File: config.mk
export PLATFORM = sky130hd
export DESIGN_NAME = tap_controller
export DESIGN_NICKNAME = d
export VERILOG_FILES = /design/src/rtl/tap_pkg.sv /design/src/rtl/tap_clock_gate.sv /design/src/rtl/tap_controller.sv
export SDC_FILE = /design/constraint.sdc
export NUM_CORES = 1
export LEC_CHECK = 0
export ABC_AREA = 1
export CAP_MARGIN = 5
export CORE_UTILIZATION = 40
export DETAILED_ROUTE_END_ITERATION = 6
export PLACE_DENSITY = 0.79
export SYNTH_ARGS = -nofsm -noshare
export SYNTH_HDL_FRONTEND = slang
export SYNTH_HIERARCHICAL = 1
export SYNTH_SLANG_ARGS = --single-unit
File: constraint.sdc
create_clock -name tck -period 0.9 [get_ports tck]
set_clock_uncertainty 0.05 [all_clocks]
set_input_delay 0.27 -clock tck [delete_from_list [all_inputs] [get_ports tck]]
set_output_delay 0.27 -clock tck [all_outputs]
set_load 0.02 [all_outputs]
File: src/rtl/tap_pkg.sv
// TAP controller package: 1149.1 state encoding and the next-state function.
package tap_pkg;

  typedef enum logic [3:0] {
    EXIT2_DR  = 4'h0,
    EXIT1_DR  = 4'h1,
    SHIFT_DR  = 4'h2,
    PAUSE_DR  = 4'h3,
    SEL_IR    = 4'h4,
    UPDATE_DR = 4'h5,
    CAP_DR    = 4'h6,
    SEL_DR    = 4'h7,
    EXIT2_IR  = 4'h8,
    EXIT1_IR  = 4'h9,
    SHIFT_IR  = 4'hA,
    PAUSE_IR  = 4'hB,
    RTI       = 4'hC,
    UPDATE_IR = 4'hD,
    CAP_IR    = 4'hE,
    TLR       = 4'hF
  } tap_state_t;

  // TAP state graph: one step on the sampled tms value.
  function automatic tap_state_t next_state(input tap_state_t s, input logic tms);
    tap_state_t n;
    n = s;
    case (s)
      TLR:       n = tms ? TLR      : RTI;
      RTI:       n = tms ? SEL_DR   : RTI;
      SEL_DR:    n = tms ? SEL_IR   : CAP_DR;
      CAP_DR:    n = tms ? EXIT1_DR : SHIFT_DR;
      SHIFT_DR:  n = tms ? EXIT1_DR : SHIFT_DR;
      EXIT1_DR:  n = tms ? UPDATE_DR : PAUSE_DR;
      PAUSE_DR:  n = tms ? EXIT2_DR : PAUSE_DR;
      EXIT2_DR:  n = tms ? UPDATE_DR : SHIFT_DR;
      UPDATE_DR: n = tms ? SEL_DR   : RTI;
      SEL_IR:    n = tms ? TLR      : CAP_IR;
      CAP_IR:    n = tms ? EXIT1_IR : SHIFT_IR;
      SHIFT_IR:  n = tms ? EXIT1_IR : SHIFT_IR;
      EXIT1_IR:  n = tms ? UPDATE_IR : PAUSE_IR;
      PAUSE_IR:  n = tms ? EXIT2_IR : PAUSE_IR;
      EXIT2_IR:  n = tms ? UPDATE_IR : SHIFT_IR;
      UPDATE_IR: n = tms ? SEL_DR   : RTI;
      default:   n = TLR;
    endcase
    return n;
  endfunction

endpackage

File: src/rtl/tap_clock_gate.sv
// Gated shift clock: enable registered while tck is low, then ANDed with tck,
// so the output can only change on a tck rising edge and never glitches.
module tap_clock_gate (
  input  logic tck,
  input  logic trst,
  input  logic en,
  output logic gclk
);

  logic en_d, en_q;

  // Enable passes straight through; held in a negedge flop below.
  always_comb begin
    en_d = en;
  end

  // Enable captured on negedge so it is stable for the whole high phase.
  always_ff @(negedge tck) begin
    if (trst) en_q <= 1'b0;
    else      en_q <= en_d;
  end

  assign gclk = tck & en_q;

endmodule

File: src/rtl/tap_controller.sv
// IEEE 1149.1 TAP controller: state register on posedge tck, decoded strobes
// and shift-clock enables registered on negedge tck so they are stable across
// the posedge at which the data/instruction registers act.
// Optional build macro TAP_STATE_DEBUG_EN: exposes tap_state and adds assertions.
module tap_controller
  import tap_pkg::*;
(
  input  logic       tck,
  input  logic       trst,
  input  logic       tms,
  output logic       testLogicReset,
  output logic       clockDR,
  output logic       captureDR,
  output logic       shiftDR,
  output logic       updateDR,
  output logic       clockIR,
  output logic       captureIR,
  output logic       shiftIR,
  output logic       updateIR,
  output logic       select,
`ifdef TAP_STATE_DEBUG_EN
  output logic [3:0] tap_state,
`endif
  output logic       tdo_en
);

  tap_state_t state_d, state_q;

  logic tlr_d, cap_dr_d, shift_dr_d, upd_dr_d, cap_ir_d, shift_ir_d, upd_ir_d, sel_d, tdo_en_d;
  logic tlr_q, cap_dr_q, shift_dr_q, upd_dr_q, cap_ir_q, shift_ir_q, upd_ir_q, sel_q, tdo_en_q;
  logic clken_dr, clken_ir;

  // Next TAP state from the current state and tms.
  always_comb begin
    state_d = next_state(state_q, tms);
  end

  // TAP state register; trst forces Test-Logic-Reset.
  always_ff @(posedge tck) begin
    if (trst) state_q <= TLR;
    else      state_q <= state_d;
  end

  // Decode strobes from the state just entered at the last posedge.
  always_comb begin
    tlr_d      = (state_q == TLR);
    cap_dr_d   = (state_q == CAP_DR);
    shift_dr_d = (state_q == SHIFT_DR);
    upd_dr_d   = (state_q == UPDATE_DR);
    cap_ir_d   = (state_q == CAP_IR);
    shift_ir_d = (state_q == SHIFT_IR);
    upd_ir_d   = (state_q == UPDATE_IR);
    tdo_en_d   = shift_dr_d | shift_ir_d;
    case (state_q)
      SEL_IR, CAP_IR, SHIFT_IR, EXIT1_IR,
      PAUSE_IR, EXIT2_IR, UPDATE_IR: sel_d = 1'b1;
      default:                       sel_d = 1'b0;
    endcase
  end

  // Strobes registered on negedge so consumers see them stable across posedge.
  always_ff @(negedge tck) begin
    if (trst) begin
      tlr_q      <= 1'b1;
      cap_dr_q   <= 1'b0;
      shift_dr_q <= 1'b0;
      upd_dr_q   <= 1'b0;
      cap_ir_q   <= 1'b0;
      shift_ir_q <= 1'b0;
      upd_ir_q   <= 1'b0;
      sel_q      <= 1'b0;
      tdo_en_q   <= 1'b0;
    end else begin
      tlr_q      <= tlr_d;
      cap_dr_q   <= cap_dr_d;
      shift_dr_q <= shift_dr_d;
      upd_dr_q   <= upd_dr_d;
      cap_ir_q   <= cap_ir_d;
      shift_ir_q <= shift_ir_d;
      upd_ir_q   <= upd_ir_d;
      sel_q      <= sel_d;
      tdo_en_q   <= tdo_en_d;
    end
  end

  assign clken_dr = cap_dr_d | shift_dr_d;
  assign clken_ir = cap_ir_d | shift_ir_d;

  tap_clock_gate u_gate_dr (.tck(tck), .trst(trst), .en(clken_dr), .gclk(clockDR));
  tap_clock_gate u_gate_ir (.tck(tck), .trst(trst), .en(clken_ir), .gclk(clockIR));

  assign testLogicReset = tlr_q;
  assign captureDR      = cap_dr_q;
  assign shiftDR        = shift_dr_q;
  assign updateDR       = upd_dr_q;
  assign captureIR      = cap_ir_q;
  assign shiftIR        = shift_ir_q;
  assign updateIR       = upd_ir_q;
  assign select         = sel_q;
  assign tdo_en         = tdo_en_q;

`ifdef TAP_STATE_DEBUG_EN
  assign tap_state = state_q;

  a_state_known: assert property (@(posedge tck) disable iff (trst) !$isunknown(state_q));
  a_clk_strobe_excl: assert property (@(posedge tck) disable iff (trst)
                                      !(clockDR && shiftDR && captureDR));
`endif

endmodule
==> results of run 1 <==
layout by cell type (no fill, tap or decap), types with 2 or more instances in the layout:
| cell | count |
|---|---|
| clkbuf_4 | 5 |
| nand3b_1 | 2 |
| dfxtp_2 | 5 |
| nand3_4 | 2 |
| nand2_4 | 4 |
| nor2_1 | 5 |
| nand3_2 | 2 |
| nor2_2 | 7 |
| dfxtp_4 | 10 |
| nand2_2 | 4 |
| buf_6 | 18 |
| buf_4 | 13 |
| inv_1 | 16 |
| inv_4 | 3 |
| nand2_1 | 16 |
| inv_2 | 5 |
| nand3_1 | 3 |
worst max-delay path by stage:
stage	to	from	depth (start not counted)	slack [ns]
2_1_floorplan	select$_SDFF_NP0_	state_q[2]$_SDFF_PP1_	7	-0.40
3_3_place_gp	clockDR	u_gate_dr/en_q$_SDFF_NP0_	3	-0.82
3_5_place_dp	clockDR	u_gate_dr/en_q$_SDFF_NP0_	3	-0.84
4_1_cts	clockIR	u_gate_ir/en_q$_SDFF_NP0_	3	-0.90
5_1_grt	clockIR	u_gate_ir/en_q$_SDFF_NP0_	3	-0.97
6_report	clockIR	u_gate_ir/en_q$_SDFF_NP0_	3	-0.94
cells by family after synthesis:
kind of cell | Yosys count
flops | 15
buf+inv | 19
simple gates | 49
compound gates | 4
power by group through the flow:
stage | combinational, mW | clock, mW | sequential (mW)
after global routing | 2.02 | 1.17 | 1.11
after detailed placement | 1.31 | 0.136 | 1.00
final | 1.87 | 1.10 | 1.09
after CTS | 1.67 | 0.993 | 1.06
after global placement | 1.29 | 0.136 | 0.999
after floorplan | 0.708 | 0.118 | 1.04
through the flow:
step	utilization [%]	power, mW	cell area, µm²	worst slack, ns
final	87.7	4.06	1200	-0.941
after CTS	84.7	3.73	1160	-0.896
after detailed placement	67.7	2.45	925	-0.836
after global routing	87.7	4.29	1200	-0.968
after global placement	67.7	2.42	925	-0.820
after floorplan	-	1.87	686	-0.401
flip-flops by register name, indices dropped and copies added (netlist names):
register and count:
captureDR 1, captureIR 1, select 1, shiftDR 1, shiftIR 1, state_q 4, tdo_en 1, testLogicReset 1
u_gate_dr/en_q 1, u_gate_ir/en_q 1, updateDR 1, updateIR 1
cells in the mapped netlist (all sizes together):
| library cell | number | area [µm²] |
|---|---|---|
| nand2 | 24 | 92.6 |
| inv | 17 | 63.8 |
| dfxtp | 15 | 300 |
| nor2 | 13 | 53.8 |
| nand3 | 7 | 35.0 |
| o21ai | 4 | 23.8 |
| buf | 2 | 16.3 |
| nand3b | 2 | 15.0 |
| nand4 | 1 | 6.26 |
| nor3 | 1 | 5.00 |
| nor4 | 1 | 6.26 |
final cells by class:
type | instances | area share, %
clock buffer | 9 | 6.89
clock inverter | 14 | 4.49
inverter | 12 | 4.80
multi-input combinational | 53 | 29.4
sequential | 15 | 28.7
tap | 15 | 1.57
timing repair buffer | 30 | 24.1
worst reg2reg max path, cell delays in order (launching register included):
cell     delay, ns
dfxtp_2       0.43
inv_4         0.07
nor2_2        0.12
nand2_1       0.09
nand3_2       0.08
nand2_1       0.05
nand2_1       0.05
timing repair:
action                     CTS  global route
setup endpoints to repair   28            28
setup buffers                4             0
gates resized for setup     98            14
pin swaps                    9             6
routing by layer:
metal  wire length (µm)  vias to the layer above
met5                  0                        -
met4                 97                        0
met3                243                       15
met2               1030                       61
met1                784                      336
li1                   -                      351
==> flow_metrics.env, run 1 <==
export IMPL_netlist_area_um2=618
export IMPL_slew_viol_final=0
export IMPL_vdd_drop_max_uv=2290
export IMPL_area_growth_pct=93.9
export IMPL_synth_nets=90
export IMPL_p_per_area_mw_per_mm2=3390
export IMPL_fillers=67
export IMPL_clk_pin_slew_worst_paths_ns=0.12
export IMPL_vias_per_cell=5.16
export IMPL_worst_path_max_fanout=1
export IMPL_dpl_cell_count=128
export IMPL_cp_slowest_cell="dfxtp_2"
export IMPL_n_antenna_cell=0
export IMPL_synth_xor_area_share_pct=0
export IMPL_relSlewSlack_pct=85.3
export IMPL_io_buffers=13
export IMPL_grt_use_met1_pct=25.9
export IMPL_core_mm2=0.00137
export IMPL_power_switching_mw=1.77
export IMPL_dr_pass1_iters=4
export IMPL_finalSetupTns_ns=-14.26
export IMPL_min_to="state_q[0]$_SDFF_PP1_"
export IMPL_fin_cells=148
export IMPL_use_met3_pct=17.6
export IMPL_arrival_ns=1.52
export IMPL_tightest_slew_ns=0.221
export IMPL_reg2reg_from="state_q[2]$_SDFF_PP1_"
export IMPL_die_area_mm2=0.00171
export IMPL_drt_iter0_drc=38
export IMPL_hp_class="input port to flop"
export IMPL_reg2regPathDepth=6
export IMPL_dp_hpwl_um=1070
export IMPL_drive_gt1_share_pct=64.7
export IMPL_cp_end_kind="primary output"
export IMPL_max_stage_delay_ns=0.33
export IMPL_num_io_pins=14
export IMPL_muxShareOfSynthArea_pct=0
export IMPL_path_class="flop to primary output"
export IMPL_die_width_um=41.3
export IMPL_drt_wl_total_um=2160
export IMPL_start_util_pct=45.2
export IMPL_hold_start="tms"
export IMPL_drv_cap=0
export IMPL_placement_rows=13
export IMPL_pwr_share_clk_pct=27.2
export IMPL_cp_cell_sequence="nand2_2 -> inv_2 -> buf_6"
export IMPL_min_path_cells=3
export IMPL_avgSynthCellArea_um2=7.10
export IMPL_clk_latency_ns=0.43
export IMPL_crit_buf_inv=2
export IMPL_yosys_warnings=6
export IMPL_synth_distinct_cells=17
export IMPL_synth_top_family_by_area="simple AND/OR/NAND/NOR gates"
export IMPL_hold_slack_ns=0.435
export IMPL_yosys_area_share_simple_pct=34.6
export IMPL_setup_slack_ns=-0.941
export IMPL_ys_seq_elements=15
export IMPL_antenna_found_initial=0
export IMPL_critPathTopFamily="flip-flops"
export IMPL_start_kind="flop"
export IMPL_multi_input_area_um2=353
export IMPL_seqCellArea_um2=344
export IMPL_die_height_um=41.3
export IMPL_use_met2_pct=40.2
export IMPL_wire_per_inst_um=14.6
export IMPL_grt_busiest_layer="met2"
export IMPL_finalSetupViolCount=28
export IMPL_p_leak_nw=0.613
export IMPL_grt_overflow_total=0
export IMPL_timing_rr_end="select$_SDFF_NP0_"
export IMPL_outcome="complete, but fails checks"
export IMPL_drc_errors=0
export IMPL_seqPwrFrac_pct=26.8
export IMPL_detail_route_antenna_nets=0
export IMPL_postCtsHoldBufs=0
export IMPL_synth_fa_ha_area_share_pct=0
export IMPL_switching_share_pct=43.7
export IMPL_reg2reg_slack_ns=-0.48
export IMPL_grt_max_degree=10
export IMPL_cts_tree="built"
export IMPL_synthCells=87
export IMPL_violations="negative setup slack"
export IMPL_fin_nets=137
export IMPL_grt_usage_pct=26.9
export IMPL_worst_ep_required_time_ns=0.58
export IMPL_ys_seq_area_share_pct=48.6
export IMPL_grt_pass1_wl_um=2730
export IMPL_grt_pass1_vias=697
export IMPL_final_hold_violation_count=0
export IMPL_synth_compound_area_share_pct=3.85
export IMPL_place_congestion=0.944
export IMPL_p_int_mw=2.28
export IMPL_rsz0062_at_grt="yes"
export IMPL_vias=763
export IMPL_pwr_share_comb_pct=46.0
No activity file was read; power rests on OpenSTA's default activity.
==> run 2, diff against run 1 <==
--- a/config.mk
+++ b/config.mk
@@ -7,9 +7,9 @@
 export LEC_CHECK = 0
 export ABC_AREA = 1
 export CAP_MARGIN = 5
-export CORE_UTILIZATION = 40
+export CORE_UTILIZATION = 36
 export DETAILED_ROUTE_END_ITERATION = 6
-export PLACE_DENSITY = 0.79
+export PLACE_DENSITY = 0.74
 export SYNTH_ARGS = -nofsm -noshare
 export SYNTH_HDL_FRONTEND = slang
 export SYNTH_HIERARCHICAL = 1
==> run 2 against run 1 <==
The run ends with design-rule violations, negative setup slack left. Sequential power about the same. Worst hold slack gained 0.069 ns. Flip-flop and latch count unchanged. Core utilization is 8.8 points lower. Clock power shrank 11%. Global-route usage grew 1.0 points. Die area up 11%. Sequential share of layout area fell by 0.73 points. Largest cell class unchanged. Largest power group unchanged.
==> flow_metrics.env, run 2 (synthesized netlist as in run 1, its figures left out) <==
export IMPL_outcome="complete, but fails checks"
export IMPL_reg2regPathDepth=6
export IMPL_drc_errors=4
export IMPL_n_antenna_cell=0
export IMPL_max_stage_delay_ns=0.32
export IMPL_drt_wl_total_um=2140
export IMPL_num_io_pins=14
export IMPL_grt_pass1_wl_um=3510
export IMPL_grt_max_degree=9
export IMPL_die_width_um=43.4
export IMPL_start_kind="flop"
export IMPL_start_util_pct=39.6
export IMPL_violations="design-rule violations, negative setup slack"
export IMPL_finalSetupViolCount=28
export IMPL_worst_ep_required_time_ns=0.58
export IMPL_total_power_mw=4.06
export IMPL_reg2reg_slack_ns=-0.55
export IMPL_p_per_area_mw_per_mm2=3300
export IMPL_final_hold_violation_count=0
export IMPL_cp_slowest_cell="dfxtp_2"
export IMPL_dr_pass1_iters=6
export IMPL_vias_per_cell=5.17
export IMPL_setup_slack_ns=-0.888
export IMPL_dp_hpwl_um=1130
export IMPL_final_common_cell="buf_6"
export IMPL_clk_pin_slew_worst_paths_ns=0.09
export IMPL_die_area_mm2=0.00189
export IMPL_antenna_found_initial=0
export IMPL_clk_latency_ns=0.41
export IMPL_timing_rr_end="select$_SDFF_NP0_"
export IMPL_die_height_um=43.4
export IMPL_worst_path_max_fanout=1
export IMPL_vias=776
export IMPL_design_area_mm2=0.00123
export IMPL_arrival_ns=1.47
export IMPL_relSlewSlack_pct=84.9
export IMPL_regMostFlops="state_q"
export IMPL_min_path_cells=3
export IMPL_placement_rows=14
export IMPL_slew_viol_final=0
export IMPL_hold_start="tms"
export IMPL_area_growth_pct=99.0
export IMPL_place_congestion=0.932
export IMPL_detail_route_antenna_nets=0
export IMPL_vdd_drop_max_uv=1920
export IMPL_drt_iter0_drc=37
export IMPL_utilization_pct=78.9
export IMPL_cp_cell_sequence="nand2_2 -> inv_2 -> buf_6"
export IMPL_hp_class="input port to flop"
export IMPL_grt_pass1_vias=791
export IMPL_hold_slack_ns=0.504
export IMPL_reg2reg_from="state_q[2]$_SDFF_PP1_"
export IMPL_tightest_slew_ns=0.226
export IMPL_cp_end_kind="primary output"
export IMPL_cts_tree="built"
export IMPL_drive_gt1_share_pct=67.2
export IMPL_final_cell_mix="buf_6, inv_1, nand2_1, buf_4, dfxtp_4"
export IMPL_grt_overflow_total=0
export IMPL_place_area_um2=926
export IMPL_rsz0062_at_grt="yes"
export IMPL_drv_cap=0
export IMPL_core_mm2=0.00156
export IMPL_path_class="flop to primary output"
export IMPL_fin_nets=138
export IMPL_io_buffers=13
export IMPL_wire_per_inst_um=14.2
export IMPL_grt_usage_pct=27.9
export IMPL_postCtsHoldBufs=0
export IMPL_largest_register_ff_count=4
export IMPL_min_to="state_q[0]$_SDFF_PP1_"
export IMPL_p_leak_nw=0.626
## run 2: area by class of cell
| type | instances | area (µm²) |
|---|---|---|
| clock buffer | 10 | 82.6 |
| clock inverter | 13 | 48.8 |
| fill | 93 | 329 |
| inverter | 12 | 55.1 |
| multi-input combinational | 53 | 375 |
| sequential | 15 | 344 |
| tap | 16 | 20.0 |
| timing repair buffer | 31 | 304 |
## run 2: stage by stage
step	worst slack, ns	setup TNS, ns	cells
global placement	-0.818	-18.57	129
floorplan	-0.401	-6.18	87
detailed placement	-0.868	-18.85	129
finish	-0.888	-14.17	150
CTS	-0.882	-13.41	150
global route	-0.914	-14.87	150
## run 2: worst max-delay path, delay by kind of cell, from the launching register on
kind | cells | cell delay, ns
DFF | 1 | 0.32
buffers and inverters | 2 | 0.17
and+or+nand+nor | 1 | 0.06
## run 2: how the worst max path moves through the flow
stage | slack [ns] | cells after the start | startpoint | end
4_1_cts | -0.88 | 3 | u_gate_dr/en_q$_SDFF_NP0_ | clockDR
3_5_place_dp | -0.87 | 4 | trst | tdo_en$_SDFF_NP0_
2_1_floorplan | -0.40 | 7 | state_q[2]$_SDFF_PP1_ | select$_SDFF_NP0_
6_report | -0.89 | 3 | u_gate_ir/en_q$_SDFF_NP0_ | clockIR
3_3_place_gp | -0.82 | 3 | u_gate_dr/en_q$_SDFF_NP0_ | clockDR
5_1_grt | -0.91 | 3 | u_gate_ir/en_q$_SDFF_NP0_ | clockIR
## run 2: repair_timing
item / 4_1_cts / 5_1_grt
setup buffers: 7 / 0
gates resized for setup: 105 / 14
hold endpoints to repair: 0 / 0
endpoints found under the setup margin: 28 / 28
pin swaps: 12 / 3
## run 2: layer usage
metal	track usage, %	routed length [µm]	vias to the layer above
li1	-	-	359
met1	28.7	827	355
met2	42.4	1040	42
met3	12.9	135	20
met4	24.4	129	0
met5	0	0	-
## run 2: where the power goes
part / switching (mW) / leakage (nW) / internal, mW / total (mW)
registers: 0.239 / 0.130 / 0.870 / 1.11
clock network: 0.483 / 0.124 / 0.496 / 0.978
logic: 1.02 / 0.373 / 0.952 / 1.98
total: 1.75 / 0.626 / 2.32 / 4.06
